**config.mk**
```make
export PLATFORM = sky130hd
export DESIGN_NAME = conf_int_mul_pipe__arch_agnos
export DESIGN_NICKNAME = d
export VERILOG_FILES = /design/src/rtl/conf_int_mul_pipe__arch_agnos.sv
export SDC_FILE = /design/constraint.sdc
export NUM_CORES = 1
export LEC_CHECK = 0
export ABC_CLOCK_PERIOD_IN_PS = 7200
export BUFFER_PORTS_ARGS = -buffer_cell sky130_fd_sc_hd__buf_4
export CAP_MARGIN = 20
export CORE_MARGIN = 2
export CORE_UTILIZATION = 55
export DETAILED_ROUTE_END_ITERATION = 8
export GPL_ROUTABILITY_DRIVEN = 0
export PLACE_DENSITY = 0.84
export SLEW_MARGIN = 20
export SYNTH_ARGS = -nofsm -noshare
export SYNTH_HDL_FRONTEND = slang
export SYNTH_SLANG_ARGS = --single-unit
export TNS_END_PERCENT = 1
```
**constraint.sdc**
```tcl
create_clock -name clk -period 7.2 [get_ports clk]
set_input_delay 0.72 -clock clk [delete_from_list [all_inputs] [get_ports clk]]
set_output_delay 0.72 -clock clk [all_outputs]
set_load 0.01 [all_outputs]
```
**src/rtl/conf_int_mul_pipe__arch_agnos.sv**
```systemverilog
// Pipelined configurable-precision signed multiplier with valid/ready flow control.
// Define CONF_MUL_SAT_EN to clamp out-of-range results; otherwise results wrap.
module conf_int_mul_pipe__arch_agnos #(
   parameter int A_WIDTH     = 24,
   parameter int B_WIDTH     = 13,
   parameter int A_KEEP      = 16,
   parameter int B_KEEP      = 10,
   parameter int P_WIDTH     = 32,
   parameter int SH_WIDTH    = 6,
   parameter int PIPE_STAGES = 2
) (
   input  logic                clk,
   input  logic                rstP,
   input  logic                in_valid,
   output logic                in_ready,
   input  logic [A_WIDTH-1:0]  a,
   input  logic [B_WIDTH-1:0]  b,
   input  logic                apx_en,
   input  logic [SH_WIDTH-1:0] out_shift,
   output logic                out_valid,
   input  logic                out_ready,
   output logic [P_WIDTH-1:0]  p,
   output logic [15:0]         apx_count,
   input  logic                apx_count_clr
);
   localparam int PW = A_WIDTH + B_WIDTH;
   localparam int XW = (PW > P_WIDTH) ? PW : P_WIDTH;
   localparam logic [A_WIDTH-1:0] A_MASK = {A_WIDTH{1'b1}} << (A_WIDTH - A_KEEP);
   localparam logic [B_WIDTH-1:0] B_MASK = {B_WIDTH{1'b1}} << (B_WIDTH - B_KEEP);

   logic                                   stall;
   logic                                   accept;
   logic [PIPE_STAGES:1]                   vld_pipe;
   logic signed [A_WIDTH-1:0]              s1_a;
   logic signed [B_WIDTH-1:0]              s1_b;
   logic [SH_WIDTH-1:0]                    s1_sh;
   logic [PIPE_STAGES:2][P_WIDTH-1:0]      p_pipe;
   logic signed [PW-1:0]                   prod;
   logic signed [PW-1:0]                   shd;
   logic signed [XW-1:0]                   ext;
   logic [P_WIDTH-1:0]                     nar;

   assign out_valid = vld_pipe[PIPE_STAGES];
   assign stall     = out_valid && !out_ready;
   assign in_ready  = !stall;
   assign accept    = in_valid && in_ready;
   assign p         = p_pipe[PIPE_STAGES];

   assign prod = s1_a * s1_b;

   // Shifts past the product width collapse to pure sign fill.
   always_comb begin
      shd = prod >>> s1_sh;
      if (int'(s1_sh) >= PW) shd = {PW{prod[PW-1]}};
   end

   assign ext = XW'(shd);

   always_comb begin
      nar = ext[P_WIDTH-1:0];
`ifdef CONF_MUL_SAT_EN
      if (!((&ext[XW-1:P_WIDTH-1]) || !(|ext[XW-1:P_WIDTH-1])))
         nar = ext[XW-1] ? {1'b1, {(P_WIDTH-1){1'b0}}} : {1'b0, {(P_WIDTH-1){1'b1}}};
`endif
   end

   // One global enable: a stall freezes every stage, bubbles included.
   always_ff @(posedge clk) begin
      if (rstP) begin
         vld_pipe <= '0;
         s1_a     <= '0;
         s1_b     <= '0;
         s1_sh    <= '0;
         p_pipe   <= '0;
      end else if (!stall) begin
         vld_pipe <= {vld_pipe[PIPE_STAGES-1:1], accept};
         if (accept) begin
            s1_a  <= apx_en ? (a & A_MASK) : a;
            s1_b  <= apx_en ? (b & B_MASK) : b;
            s1_sh <= out_shift;
         end
         if (vld_pipe[1]) p_pipe[2] <= nar;
         for (int k = 3; k <= PIPE_STAGES; k++)
            if (vld_pipe[k-1]) p_pipe[k] <= p_pipe[k-1];
      end
   end

   always_ff @(posedge clk) begin
      if (rstP || apx_count_clr)
         apx_count <= '0;
      else if (accept && apx_en && apx_count != 16'hFFFF)
         apx_count <= apx_count + 16'd1;
   end
endmodule

```
# Yosys cells after proc, flatten, opt, wreduce, memory -nomap -nowiden
# Index checks and enable logic that the tools add are counted.
[totals]
regBits = 93
latchBits = 0
ram_bits = 0
mem_bits_ro = 0
inputBits = 49
output_inout_bits = 50
wordCells = 24
memories = 0
[op_classes]
add_sub_neg = 1
n_mul = 1
div_mod_pow = 0
magnitude_cmp = 1
eq_ne = 1
shifts = 1
n_mux = 3
bitwise = 1
reduce_logical = 9
[ops]
columns = ["cell", "n"]
rows = [
  ["$mul A24 B13 Y37", 1],
  ["$sshr A37 B6 Y32", 1],
  ["$mux W32", 1],
  ["$add A16 B1 Y16 const B", 1],
  ["$ne A16 B16 Y1 const B", 1],
  ["$mux W8", 1],
  ["$ge A6 B6 Y1 const B", 1],
  ["$logic_and A1 B1 Y1", 4],
  ["$reduce_and A2 Y1", 2],
  ["$mux W3", 1],
  ["$logic_not A1 Y1", 2],
  ["$logic_or A1 B1 Y1", 1],
  ["$not A1 Y1", 1],
]

# Longest topological paths before layout
[depth]
word_depth = 6
depth_mapped = 25
depth_no_buf = 23

# Worst setup path before layout
# OpenSTA, ideal clock, no wires.
[synth_path]
path_kind = "flip-flop to flip-flop"
from = "register s1_b[1]"
to = "register p_pipe, in the netlist p[18]"
t_arrival_ns = 6.447
t_required_ns = 7.139
path_slack_ns = 0.692
path_stages_with_launch = 24
cell_sequence = "dfxtp_1 clkbuf_1 nand2_1 fa_1 inv_1 fa_1 inv_1 fa_1 inv_1 fa_1 fa_1 ha_1 ha_1 clkbuf_1 nand2_1 o21ai_0 or3_1 o211ai_1 a2111oi_2 a311oi_1 a221o_1 mux4_2 o21ai_1 o221a_1"
[synth_via]
elab_chain_cells = 3
[synth_rtl]
columns = ["element", "line", "rtl"]
rows = [
  ["start, declared", "35", "logic signed [B_WIDTH-1:0] s1_b;"],
  ["start signal, assigned", "79", "s1_b <= apx_en ? (b & B_MASK) : b;"],
  ["$mul A24 B13 Y37 (*)", "49", "assign prod = s1_a * s1_b;"],
  ["$sshr A37 B6 Y32", "53", "shd = prod >>> s1_sh;"],
  ["$mux W32 (*)", "54", "if (int'(s1_sh) >= PW) shd = {PW{prod[PW-1]}};"],
  ["end signal, assigned by index", "84", "if (vld_pipe[k-1]) p_pipe[k] <= p_pipe[k-1];"],
  ["end, declared", "37", "logic [PIPE_STAGES:2][P_WIDTH-1:0] p_pipe;"],
]
# Mark *: on every way between the ends. The rest lies on a longest branch, timed or not.
# A chain may end at the register's enable or synchronous reset.

# Worst setup path after layout
[layout_path]
from = "register s1_b[4]"
to = "register p_pipe, in the netlist p[26]"
# Same word-level chain as after synthesis.

==> flow_summary_export.csv <==
group,metric,value,unit
synthesis,syn_area,16800,um^2
worst_setup_path,cp_slowest_cell,"fa_1",
finish,regArea,1890,um^2
timing,finalCriticalPeriod,6.96,ns
synthesis,synth_seq_cells,93,
detailed_routing,drt_iter0_markers,1836,
worst_setup_path,critical_path_depth,20,
place,port_buffers,98,
worst_setup_path,crit_chain,"buf_12 > nand2_1 > fa_1 > fa_1 > fa_1 > inv_1 > fa_1 > fa_1 > ha_1 > ha_1 > a21oi_1 > o211ai_1 > a2111oi_1 > buf_4 > a2111oi_0 > or4_1 > a311oi_1 > a221o_1 > o221ai_1 > o221a_2",
synthesis,synthCells,2007,
detailed_routing,wl,47.1,mm
synthesis,syn_avg_cell_area,8.38,um^2
die,num_rows,64,
die,start_util,55.4,%
die,core,30300,um^2
cts,cts_buffer_depth,2,
worst_setup_path,crit_buf_inv,3,
die,die_y,179,um
die,die_area,32000,um^2
die,die_w,179,um
worst_setup_path,cpPeakStageDelay,0.58,ns
finish,multi_input_area,13600,um^2
global_route,met3_usage,7.93,%
worst_setup_path,crit_path_frequent_cell,"fa_1",
cts,clock_latency,0.39,ns
worst_setup_path,crit_type,"flip-flop to flip-flop",
global_route,grt_pass1_vias,16109,
detailed_routing,wire_per_inst,18.9,um
timing,slew_violations,0,
synthesis,synth.yosys.seq_area_share,11.1,%
timing,finClkSkew,0.0173,ns
cts,clk_pin_slew,0.08,ns
cts,cts.sinks,93,
worst_setup_path,rr_worst_depth,20,
pwr,p_leak,8.76,nW
pwr,power-per-cell-area,124,nW/um^2
timing,hold_ws,0.501,ns
cts,cts_tree,"built",
global_route,grt_pass1_wl,79.0,mm
worst_setup_path,cp-end-kind,"flip-flop",
cts,cts_setup_buffers,0,
global_route,grt_use_met2,50.8,%
timing,fmax,0.144,GHz
timing,post-route-period-util,96.6,%
worst_hold_path,hold_path.class,"flip-flop to flip-flop",
global_route,grt_start_max_net_pins,55,
cts,numCtsBuffers,9,
pwr,p_total,2.33,mW
synthesis,yosys_most_used_dff,"dfxtp_1",
timing,hold_viol_final,0,
global_route,gr-usage-all-layers,31.2,%
timing,setup_viol,0,
timing,rsz0062_at_grt,"true",
cts,cts-root-buf,"clkbuf_16",
synthesis,ys_types,78,
detailed_routing,drc,0,
synthesis,synth-edff-count,0,
job,cap_violations,0,
finish,nNetsFinal,2508,
timing,max-slew-margin-rel,35.8,%
finish,layout-drive-gt1-share,13.4,%
detailed_routing,num_vias,15523,
detailed_routing,final_antenna_net_count,0,
detailed_routing,dr.pass1.iters,6,
detailed_routing,vias_per_cell,6.24,
synthesis,synth_warnings,0,
status,status,"finished clean",
finish,n_antenna_cell,0,
global_route,antenna_found_initial,2,
worst_setup_path,crit_fanout,24,
synthesis,synth_top_area_cell,"fa_1",
die,pin_count,99,
cts,cts.htree.levels,3,
worst_setup_path,arrival,7.23,ns
synthesis,synth_top_area_share,33.7,%
worst_setup_path,cp.required,7.47,ns
timing,worstMarginPinSlew,0.959,ns
finish,syn_to_final_growth,11.3,%
timing,fin_setup_tns,0,ns
synthesis,ys_async_sr_fraction,0,%
pwr,max-vdd-ir-drop,0.177,mV
synthesis,synthTopCellsByArea,"fa_1 (34%), dfxtp_1 (11%), nand2_1 (7.4%)",
synthesis,syn_nets,2429,
global_route,grt-busiest-layer,"met2",
finish,fill_cells,2440,
global_route,gr-usage-met1,37.8,%
global_route,grt_overflow,0,
worst_setup_path,path_delay_family,"adder cells",
place,hpwl,37.1,mm
worst_setup_path,worstSetupStartpointType,"flip-flop",
worst_hold_path,holdPathStages,2,
-- timing repair --
| item | 4_1_cts | 5_1_grt |
|---|---|---|
| resized for setup | 3 | 32 |
| pin swaps | 0 | 2 |
| setup endpoints to repair | 5 | 32 |
| hold buffers | 0 | 0 |
-- state kept, by name, indices dropped and copies added, names as in the netlist --
| register | count |
|---|---|
| apx_count | 16 |
| p | 32 |
| s1_a | 24 |
| s1_b | 13 |
| s1_sh | 6 |
| vld_pipe | 2 |
-- worst min-delay path, cell delays in order, from the launching register on --
cell	delay, ns
dfxtp_1	0.32
inv_1	0.07
a21oi_1	0.06
-- through the flow --
step / instance area [um^2] / setup WS [ns] / instances / utilization [%]
finish: 18700 / 0.242 / 2487 / 61.7
global route: 18700 / -0.0493 / 2487 / 61.7
CTS: 18700 / 0.0679 / 2487 / 61.5
detailed placement: 18300 / 0.00773 / 2471 / 60.4
global placement: 18300 / 0.222 / 2471 / 60.4
floorplan: 16800 / 0.692 / 2007 / -
-- final timing paths --
path	startpoint	end	slack, ns
max	s1_b[4]	p[26]	0.24
min	vld_pipe[1]	vld_pipe[2]	0.50
max reg2reg	s1_b[4]	p[26]	0.24
min reg2reg	vld_pipe[1]	vld_pipe[2]	0.50
-- layer usage --
metal	vias up	wire length, um
met5	-	42
met4	4	2630
met2	894	22500
met1	7589	17400
li1	6789	-
met3	247	4470
-- area by class of cell --
type	count	share of cell area, %
Clock buffer	10	1.28
Clock inverter	6	0.347
Inverter	234	4.69
Multi-Input combinational cell	1553	72.9
Sequential cell	93	10.1
Tap cell	396	2.65
Timing Repair Buffer	195	8.09
-- synthesized netlist by cell type (10+ instances only) --
master	n
a211oi_1	30
a21o_1	15
a21oi_1	121
a31oi_1	14
and2_1	124
and3_1	15
clkbuf_1	109
dfxtp_1	93
fa_1	283
ha_1	90
inv_1	232
mux2_2	10
mux2i_1	15
nand2_1	332
nand3_1	20
nand3b_1	11
nor2_1	118
nor3_1	31
o211ai_1	15
o21a_1	13
o21ai_0	57
o221ai_1	12
xnor2_1	30
xor2_1	19
-- cell families after synthesis --
logic type               after synthesis  share of synthesized area (%)
AO/OA/AOI/OAI                        394                           15.8
XOR/XNOR                              49                           2.55
adder cells (fa/ha/maj)              373                           40.4
buffers and inverters                361                           8.14
flip-flops                            93                           11.1
multiplexers                          35                           2.85
AND/OR/NAND/NOR                      702                           19.3
-- where the power goes --
group | switching (mW) | leakage (nW) | total, mW | internal [mW]
clock | 0.268 | 0.150 | 0.524 | 0.255
sequential | 0.0490 | 0.769 | 0.594 | 0.545
combinational | 0.721 | 7.84 | 1.21 | 0.491
total | 1.04 | 8.76 | 2.33 | 1.29
-- cell usage in the layout, fill, tap and decap left out, types with 10 or more instances in the layout --
cell type / Yosys / layout
ha_1: 90 / 90
nor3_1: 31 / 31
o21a_1: 13 / 13
and2_1: 124 / 122
a211oi_1: 30 / 30
xor2_1: 19 / 18
fa_1: 283 / 283
dfxtp_1: 93 / 77
inv_1: 232 / 232
and3_1: 15 / 15
xnor2_1: 30 / 29
o211ai_1: 15 / 15
o21ai_0: 57 / 53
mux2_2: 10 / 10
nand3b_1: 11 / 11
mux2i_1: 15 / 15
a21o_1: 15 / 15
nand2_1: 332 / 332
a31oi_1: 14 / 13
nor2_1: 118 / 118
buf_4: 1 / 191
a21oi_1: 121 / 120
dfxtp_2: 0 / 13
o221ai_1: 12 / 11
nand3_1: 20 / 20
No activity file was read; power rests on OpenSTA's default activity.
